--- config.mk ---
export PLATFORM = sky130hd
export DESIGN_NAME = i2c_cfg_sequencer
export DESIGN_NICKNAME = d
export VERILOG_FILES = /design/src/rtl/i2c_cfg_pkg.sv /design/src/rtl/cfg_delay_cnt.sv /design/src/rtl/i2c_cfg_sequencer.sv
export SDC_FILE = /design/constraint.sdc
export NUM_CORES = 1
export LEC_CHECK = 0
export CAP_MARGIN = 10
export CELL_PAD_IN_SITES_DETAIL_PLACEMENT = 1
export CELL_PAD_IN_SITES_GLOBAL_PLACEMENT = 1
export CORE_MARGIN = 3
export CORE_UTILIZATION = 32
export DETAILED_ROUTE_END_ITERATION = 8
export PLACE_DENSITY_LB_ADDON = 0.3
export REMOVE_ABC_BUFFERS = 1
export SETUP_SLACK_MARGIN = 0.5
export SYNTH_ARGS = -nofsm -noshare
export SYNTH_HDL_FRONTEND = slang
export SYNTH_SLANG_ARGS = --single-unit
--- constraint.sdc ---
create_clock -name clk -period 2.25 [get_ports clk]
set_clock_uncertainty 0.05 [all_clocks]
set_input_delay 0.3375 -clock clk [delete_from_list [all_inputs] [get_ports clk]]
set_output_delay 0.3375 -clock clk [all_outputs]
set_load 0.01 [all_outputs]
--- src/rtl/i2c_cfg_pkg.sv ---
`default_nettype none
// ============================================================================
//  Module      : i2c_cfg_pkg
//  Description : Shared constants, state encoding and helpers for the sensor
//                register-programming sequencer. States RDREQ/RDWAIT exist
//                only when I2C_CFG_READBACK_EN is defined.
//  Revision    : 1.0 - initial release
// ============================================================================
package i2c_cfg_pkg;

    // Sensor registers that need a settle delay after being written
    localparam logic [15:0] REG_SOFT_RST = 16'h0103;
    localparam logic [15:0] REG_STREAM   = 16'h0100;

    // Sequencer state encoding
    localparam int STATE_W = 4;
    localparam logic [STATE_W-1:0] ST_IDLE   = 4'd0;
    localparam logic [STATE_W-1:0] ST_PWRUP  = 4'd1;
    localparam logic [STATE_W-1:0] ST_FETCH  = 4'd2;
    localparam logic [STATE_W-1:0] ST_REQ    = 4'd3;
    localparam logic [STATE_W-1:0] ST_WAIT   = 4'd4;
    localparam logic [STATE_W-1:0] ST_SETTLE = 4'd5;
    localparam logic [STATE_W-1:0] ST_NEXT   = 4'd6;
    localparam logic [STATE_W-1:0] ST_DONE   = 4'd7;
    localparam logic [STATE_W-1:0] ST_ERR    = 4'd8;
`ifdef I2C_CFG_READBACK_EN
    localparam logic [STATE_W-1:0] ST_RDREQ  = 4'd9;
    localparam logic [STATE_W-1:0] ST_RDWAIT = 4'd10;
`endif

    // Soft reset always settles; stream register settles only when turning streaming on
    function automatic logic needs_settle(input logic [15:0] addr, input logic [7:0] data);
        return (addr == REG_SOFT_RST) ||
               ((addr == REG_STREAM) && ((data & 8'h01) != 8'h00));
    endfunction

endpackage
`default_nettype wire

--- src/rtl/cfg_delay_cnt.sv ---
`default_nettype none
// ============================================================================
//  Module      : cfg_delay_cnt
//  Description : Loadable down-counter shared by the power-up wait and the
//                post-write settle delay. expire is high while the count is 0.
//  Revision    : 1.0 - initial release
// ============================================================================
module cfg_delay_cnt #(
    parameter int DLY_W = 20
) (
    input  logic             clk,
    input  logic             rst,
    input  logic             start,
    input  logic [DLY_W-1:0] load_val,
    output logic             expire
);

    logic [DLY_W-1:0] cnt_q;
    logic [DLY_W-1:0] cnt_d;

    // Load on start, otherwise count down and park at zero
    always_comb begin
        cnt_d = cnt_q;
        if (start) begin
            cnt_d = load_val;
        end else if (cnt_q != '0) begin
            cnt_d = cnt_q - DLY_W'(1);
        end
    end

    // Counter register
    always_ff @(posedge clk) begin
        if (rst) begin
            cnt_q <= '0;
        end else begin
            cnt_q <= cnt_d;
        end
    end

    assign expire = (cnt_q == '0);

endmodule
`default_nettype wire

--- src/rtl/i2c_cfg_sequencer.sv ---
`default_nettype none
// ============================================================================
//  Module      : i2c_cfg_sequencer
//  Description : Walks the sensor config LUT and issues each entry as a
//                16-bit-address I2C write, with power-up wait, settle delays
//                after soft-reset/stream-on, NACK retries and done/error
//                reporting. Define I2C_CFG_READBACK_EN to read back and
//                verify every non-settling write.
//  Revision    : 1.0 - initial release
// ============================================================================
module i2c_cfg_sequencer
    import i2c_cfg_pkg::*;
#(
    parameter int CLK_FREQ   = 25_000_000,
    parameter int PWRUP_CYC  = CLK_FREQ / 50,
    parameter int SETTLE_CYC = CLK_FREQ / 100,
    parameter int MAX_RETRY  = 3,
    parameter int DLY_W      = 20
) (
    input  logic        clk,
    input  logic        rst,
    input  logic        start,
    output logic [7:0]  lut_index,
    input  logic [23:0] lut_data,
    input  logic [7:0]  lut_size,
    output logic        i2c_req,
    input  logic        i2c_ack,
    output logic        i2c_rd,
    output logic [15:0] i2c_addr,
    output logic [7:0]  i2c_wdata,
    input  logic        i2c_done,
    input  logic        i2c_nack,
    input  logic [7:0]  i2c_rdata,
    output logic        busy,
    output logic        cfg_done,
    output logic        cfg_err,
    output logic [7:0]  err_index
);

    localparam int RETRY_W = (MAX_RETRY < 1) ? 1 : $clog2(MAX_RETRY + 1);
    localparam logic [RETRY_W-1:0] RETRY_MAX = RETRY_W'(MAX_RETRY);
    localparam logic [DLY_W-1:0]   PWRUP_LD  = DLY_W'(PWRUP_CYC - 1);
    localparam logic [DLY_W-1:0]   SETTLE_LD = DLY_W'(SETTLE_CYC - 1);

    logic [STATE_W-1:0] state_q, state_d;
    logic [7:0]         idx_q, idx_d;
    logic [7:0]         size_q, size_d;
    logic [15:0]        addr_q, addr_d;
    logic [7:0]         data_q, data_d;
    logic [RETRY_W-1:0] retry_q, retry_d;
    logic [7:0]         err_index_q, err_index_d;
    logic               cfg_done_q, cfg_done_d;
    logic               cfg_err_q, cfg_err_d;

    logic               w_restart;
    logic               w_retry_ok;
    logic               w_dly_start;
    logic [DLY_W-1:0]   w_dly_val;
    logic               w_dly_expire;

    // start is honoured only when no sequence is running
    assign w_restart  = start && ((state_q == ST_IDLE) || (state_q == ST_DONE) ||
                                  (state_q == ST_ERR));
    assign w_retry_ok = (retry_q < RETRY_MAX);

    cfg_delay_cnt #(
        .DLY_W (DLY_W)
    ) u_delay (
        .clk      (clk),
        .rst      (rst),
        .start    (w_dly_start),
        .load_val (w_dly_val),
        .expire   (w_dly_expire)
    );

    // Next-state and datapath logic for the sequencer
    always_comb begin
        state_d     = state_q;
        idx_d       = idx_q;
        size_d      = size_q;
        addr_d      = addr_q;
        data_d      = data_q;
        retry_d     = retry_q;
        err_index_d = err_index_q;
        cfg_done_d  = cfg_done_q;
        cfg_err_d   = cfg_err_q;
        w_dly_start = 1'b0;
        w_dly_val   = PWRUP_LD;

        case (state_q)
            ST_IDLE: begin
                state_d = ST_IDLE;
            end
            ST_PWRUP: begin
                if (w_dly_expire) begin
                    state_d = (size_q == 8'd0) ? ST_DONE : ST_FETCH;
                end
            end
            ST_FETCH: begin
                addr_d  = lut_data[23:8];
                data_d  = lut_data[7:0];
                retry_d = '0;
                state_d = ST_REQ;
            end
            ST_REQ: begin
                if (i2c_ack) begin
                    state_d = ST_WAIT;
                end
            end
            ST_WAIT: begin
                if (i2c_done) begin
                    if (!i2c_nack) begin
                        if (needs_settle(addr_q, data_q)) begin
                            state_d     = ST_SETTLE;
                            w_dly_start = 1'b1;
                            w_dly_val   = SETTLE_LD;
                        end else begin
`ifdef I2C_CFG_READBACK_EN
                            state_d = ST_RDREQ;
`else
                            state_d = ST_NEXT;
`endif
                        end
                    end else if (w_retry_ok) begin
                        retry_d = retry_q + RETRY_W'(1);
                        state_d = ST_REQ;
                    end else begin
                        err_index_d = idx_q;
                        state_d     = ST_ERR;
                    end
                end
            end
`ifdef I2C_CFG_READBACK_EN
            ST_RDREQ: begin
                if (i2c_ack) begin
                    state_d = ST_RDWAIT;
                end
            end
            ST_RDWAIT: begin
                if (i2c_done) begin
                    // A failed read-back costs one retry of the write+read pair
                    if (!i2c_nack && (i2c_rdata == data_q)) begin
                        state_d = ST_NEXT;
                    end else if (w_retry_ok) begin
                        retry_d = retry_q + RETRY_W'(1);
                        state_d = ST_REQ;
                    end else begin
                        err_index_d = idx_q;
                        state_d     = ST_ERR;
                    end
                end
            end
`endif
            ST_SETTLE: begin
                if (w_dly_expire) begin
                    state_d = ST_NEXT;
                end
            end
            ST_NEXT: begin
                if (idx_q == (size_q - 8'd1)) begin
                    state_d = ST_DONE;
                end else begin
                    idx_d   = idx_q + 8'd1;
                    state_d = ST_FETCH;
                end
            end
            ST_DONE: begin
                cfg_done_d = 1'b1;
            end
            ST_ERR: begin
                cfg_err_d = 1'b1;
            end
            default: begin
                state_d = ST_IDLE;
            end
        endcase

        // A (re)start overrides whatever the idle/terminal states wanted
        if (w_restart) begin
            state_d     = ST_PWRUP;
            idx_d       = 8'd0;
            size_d      = lut_size;
            cfg_done_d  = 1'b0;
            cfg_err_d   = 1'b0;
            err_index_d = 8'd0;
            w_dly_start = 1'b1;
            w_dly_val   = PWRUP_LD;
        end
    end

    // Sequencer state and datapath registers
    always_ff @(posedge clk) begin
        if (rst) begin
            state_q     <= ST_IDLE;
            idx_q       <= 8'd0;
            size_q      <= 8'd0;
            addr_q      <= 16'd0;
            data_q      <= 8'd0;
            retry_q     <= '0;
            err_index_q <= 8'd0;
            cfg_done_q  <= 1'b0;
            cfg_err_q   <= 1'b0;
        end else begin
            state_q     <= state_d;
            idx_q       <= idx_d;
            size_q      <= size_d;
            addr_q      <= addr_d;
            data_q      <= data_d;
            retry_q     <= retry_d;
            err_index_q <= err_index_d;
            cfg_done_q  <= cfg_done_d;
            cfg_err_q   <= cfg_err_d;
        end
    end

`ifdef I2C_CFG_READBACK_EN
    assign i2c_req = (state_q == ST_REQ) || (state_q == ST_RDREQ);
    assign i2c_rd  = (state_q == ST_RDREQ);
`else
    logic unused_rdata;
    assign unused_rdata = ^i2c_rdata;
    assign i2c_req = (state_q == ST_REQ);
    assign i2c_rd  = 1'b0;
`endif

    assign lut_index = idx_q;
    assign i2c_addr  = addr_q;
    assign i2c_wdata = data_q;
    assign busy      = !((state_q == ST_IDLE) || (state_q == ST_DONE) || (state_q == ST_ERR));
    assign cfg_done  = cfg_done_q;
    assign cfg_err   = cfg_err_q;
    assign err_index = err_index_q;

endmodule
`default_nettype wire

==> key figures <==
Synth
  – Synth top area share: 40.3%
  – Unique cell type count in the Yosys netlist: 58
  – Ys async rst share: 0%
  – Seq/Total Area, Yosys: 40.3%
  – Mapped cell area: 3780 µm²
  – Largest cells by area after synthesis: dfxtp_1 (40%), nand2_1 (9.8%), a21oi_1 (9.0%), nor2_1 (4.0%), mux2i_1 (3.2%)
  – Synth warn: 0
  – Synthesized instance count: 480
  – Mapped Avg Cell Area: 7.87 µm²
  – Synthesized flop and latch total: 76
  – Commonest register cell after synthesis: dfxtp_1
  – Leading area contributor after synthesis: dfxtp_1
  – Post-synth EDFFs: 0

Placed design
  – Placer congestion estimate: 0.786
  – # port buffers: 81
  – Setup Slack @ Placement: -0.197 ns
  – Post-DP HPWL: 8660 µm

Route
  – Post-route DRC: 0
  – Vias post-DR: 4025
  – Initial DRT Pass Iterations: 4
  – Vias per cell: 5.22
  – DRT iter0 DRCs: 165
  – Routed Antenna Nets: 0
  – Routed Wire Length: 13700 µm
  – Post-DR wirelength/cell: 17.7 µm

Clock network
  – Worst-path clk slew: 0.06 ns
  – H-tree levels: 3
  – Cts hold-fix bufs: 0
  – Clock buffer depth: 2
  – Clk_lat worst skew: 0.34 ns
  – CTS Sinks: 76
  – Total clock buffers created by CTS: 9
  – Clock Tree Root: clkbuf_16
  – CTS tree: done

Critical path
  – Crit path capture type: flip-flop
  – Critical path peak fanout: 2
  – Worst endpoint required time: 2.48 ns
  – Crit path cell chain: or4_4, nor4_4, and4_4, nor3_2, or3_1, a21oi_2
  – Slowest stage delay, CP: 0.55 ns
  – Crit-path slowest cell: or4_4
  – Critical path buffers and inverters: 0
  – Setup CP Type: reg -> reg
  – Startpoint Class: flip-flop
  – CP top delay family: simple AND/OR/NAND/NOR gates
  – Critical path arrival: 2.30 ns

Timing
  – Setup WS post-layout: 0.175 ns
  – FMAX: 0.482 GHz
  – Final setup fails: 0
  – Final period utilization: 92.2%
  – Slew @ Worst Pin: 0.557 ns
  – Hold Vio Cnt, Final: 0
  – Tmin final: 2.08 ns
  – Slew Viols, Final: 0
  – Slew Limit Headroom: 62.6%
  – RSZ-0062 raised after global routing: yes
  – Hold_ws: 0.404 ns
  – Setup TNS: 0 ns

Cells and area
  – Register area: 1550 µm²
  – Synthesis-to-finish area growth: 57.5%
  – Area of the multi-input gates: 2470 µm²
  – Fraction of layout cells with a size suffix above 1: 29.5%
  – Ant diodes: 0
  – Fillers: 1335
  – Nets: 673

Power
  – Peak supply drop: 487 µV
  – Leak pwr: 2.30 nW
  – Total power: 3.38 mW
  – Power Density: 567 nW/µm²

GRT
  – Initial antenna violation count: 0
  – Vias in the first global route: 4243
  – Largest net degree at the start of global routing: 34
  – Global-route wire length before repair: 21000 µm
  – GRT Overall Usage: 20.1%
  – Grt ovf: 0

Floorplanning
  – Chip height: 115 µm
  – Ports: 91
  – Core area: 11500 µm²
  – Site row count: 39
  – Die W: 115 µm
  – Initial Util: 33.0%
  – Full die area: 13200 µm²

Worst hold path
  – Hold WC Path Type: reg -> reg

Run
  – Max_cap viols: 0

Run status
  – Status: finished clean
[power breakdown]
group / switching [mW] / total, mW / internal (mW)
registers: 0.0509 / 1.44 / 1.38
clock network: 0.557 / 1.33 / 0.775
logic: 0.305 / 0.609 / 0.303
total: 0.914 / 3.38 / 2.46
[layer usage]
| layer | up-vias | track usage [%] | wire (µm) |
|---|---|---|---|
| met5 | - | 0 | 0 |
| met2 | 82 | 34.8 | 7060 |
| li1 | 1946 | - | - |
| met4 | 0 | 8.08 | 314 |
| met3 | 24 | 6.40 | 687 |
| met1 | 1973 | 22.7 | 5610 |
[layout make-up]
class,instances,area share (%)
sequential,76,26.1
multi-input combinational,367,41.6
tap,143,3.01
clock inverter,2,0.168
clock buffer,14,4.27
inverter,8,0.504
timing repair buffer,161,24.4
[through the flow]
step           utilization, %  instances  instance area [µm²]
5_1_grt                  51.9        771                 5950
2_1_floorplan               -        450                 3650
6_report                 51.9        771                 5950
3_5_place_dp             43.1        714                 4940
4_1_cts                  48.7        751                 5580
3_3_place_gp             43.1        714                 4940
[cell families (layout without fill, tap and decap cells)]
logic type / after synthesis / count (layout) / share of synthesized area, %
AOI/OAI and AO/OA: 109 / 109 / 17.1
xor gates and xnor gates: 21 / 21 / 4.87
adders and majority gates: 4 / 4 / 1.32
buffers and inverters: 38 / 185 / 4.24
DFF: 76 / 76 / 40.3
muxes: 13 / 13 / 3.48
other: 1 / 1 / 0.0992
and+or+nand+nor: 218 / 219 / 28.7
[state kept, by name, indices dropped and copies added, names as in the netlist, 2 cells and up]
register and count:
i2c_wdata 8, retry_q 2, err_index 8, u_delay.cnt_q 20
size_q 8, lut_index 8, i2c_addr 16, state_q 4
[tightest hold or removal path: stages, from the launching register on]
cell	delay (ns)
dfxtp_1	0.30
nand2_1	0.05
a21oi_1	0.05
[worst paths after layout]
path	to	cells after the start	slack (ns)	from
max	u_delay.cnt_q[19]$_SDFFE_PP0P_	6	0.17	i2c_addr[5]$_SDFFE_PP0P_
min	i2c_wdata[5]$_SDFFE_PP0P_	2	0.40	i2c_wdata[5]$_SDFFE_PP0P_
max reg2reg	u_delay.cnt_q[19]$_SDFFE_PP0P_	6	0.17	i2c_addr[5]$_SDFFE_PP0P_
min reg2reg	i2c_wdata[5]$_SDFFE_PP0P_	2	0.40	i2c_wdata[5]$_SDFFE_PP0P_
[layout by cell type, fill, tap and decap left out, types with 6 or more instances in the layout]
cell,instances
inv_1,6
o21ai_1,7
xor2_1,10
a21oi_1,59
buf_4,65
nor3_1,10
nand2_1,92
dfxtp_1,60
a21oi_2,8
nor2_1,38
xnor2_1,9
dfxtp_2,11
nand3_1,6
buf_6,14
a2111o_1,6
mux2i_1,11
nor3_2,7
clkbuf_16,9
clkdlybuf4s50_1,73
[synthesized netlist by cell type (5+ instances only)]
cell type,n
a2111o_1,6
nand3_1,12
xnor2_1,9
nand4_1,5
nand2b_1,5
clkbuf_1,18
nand2_1,99
o21ai_0,16
nor3_1,16
xor2_1,12
mux2i_1,12
inv_1,8
a21oi_1,68
nor2_1,40
dfxtp_1,76
buf_2,11
[timing repair]
action,4_1_cts,5_1_grt
setup endpoints to repair,60,69
pin swaps,30,31
gates resized for setup,90,57
cloned,3,0
buffers inserted,18,20
Power figures use the tool's default switching activity.
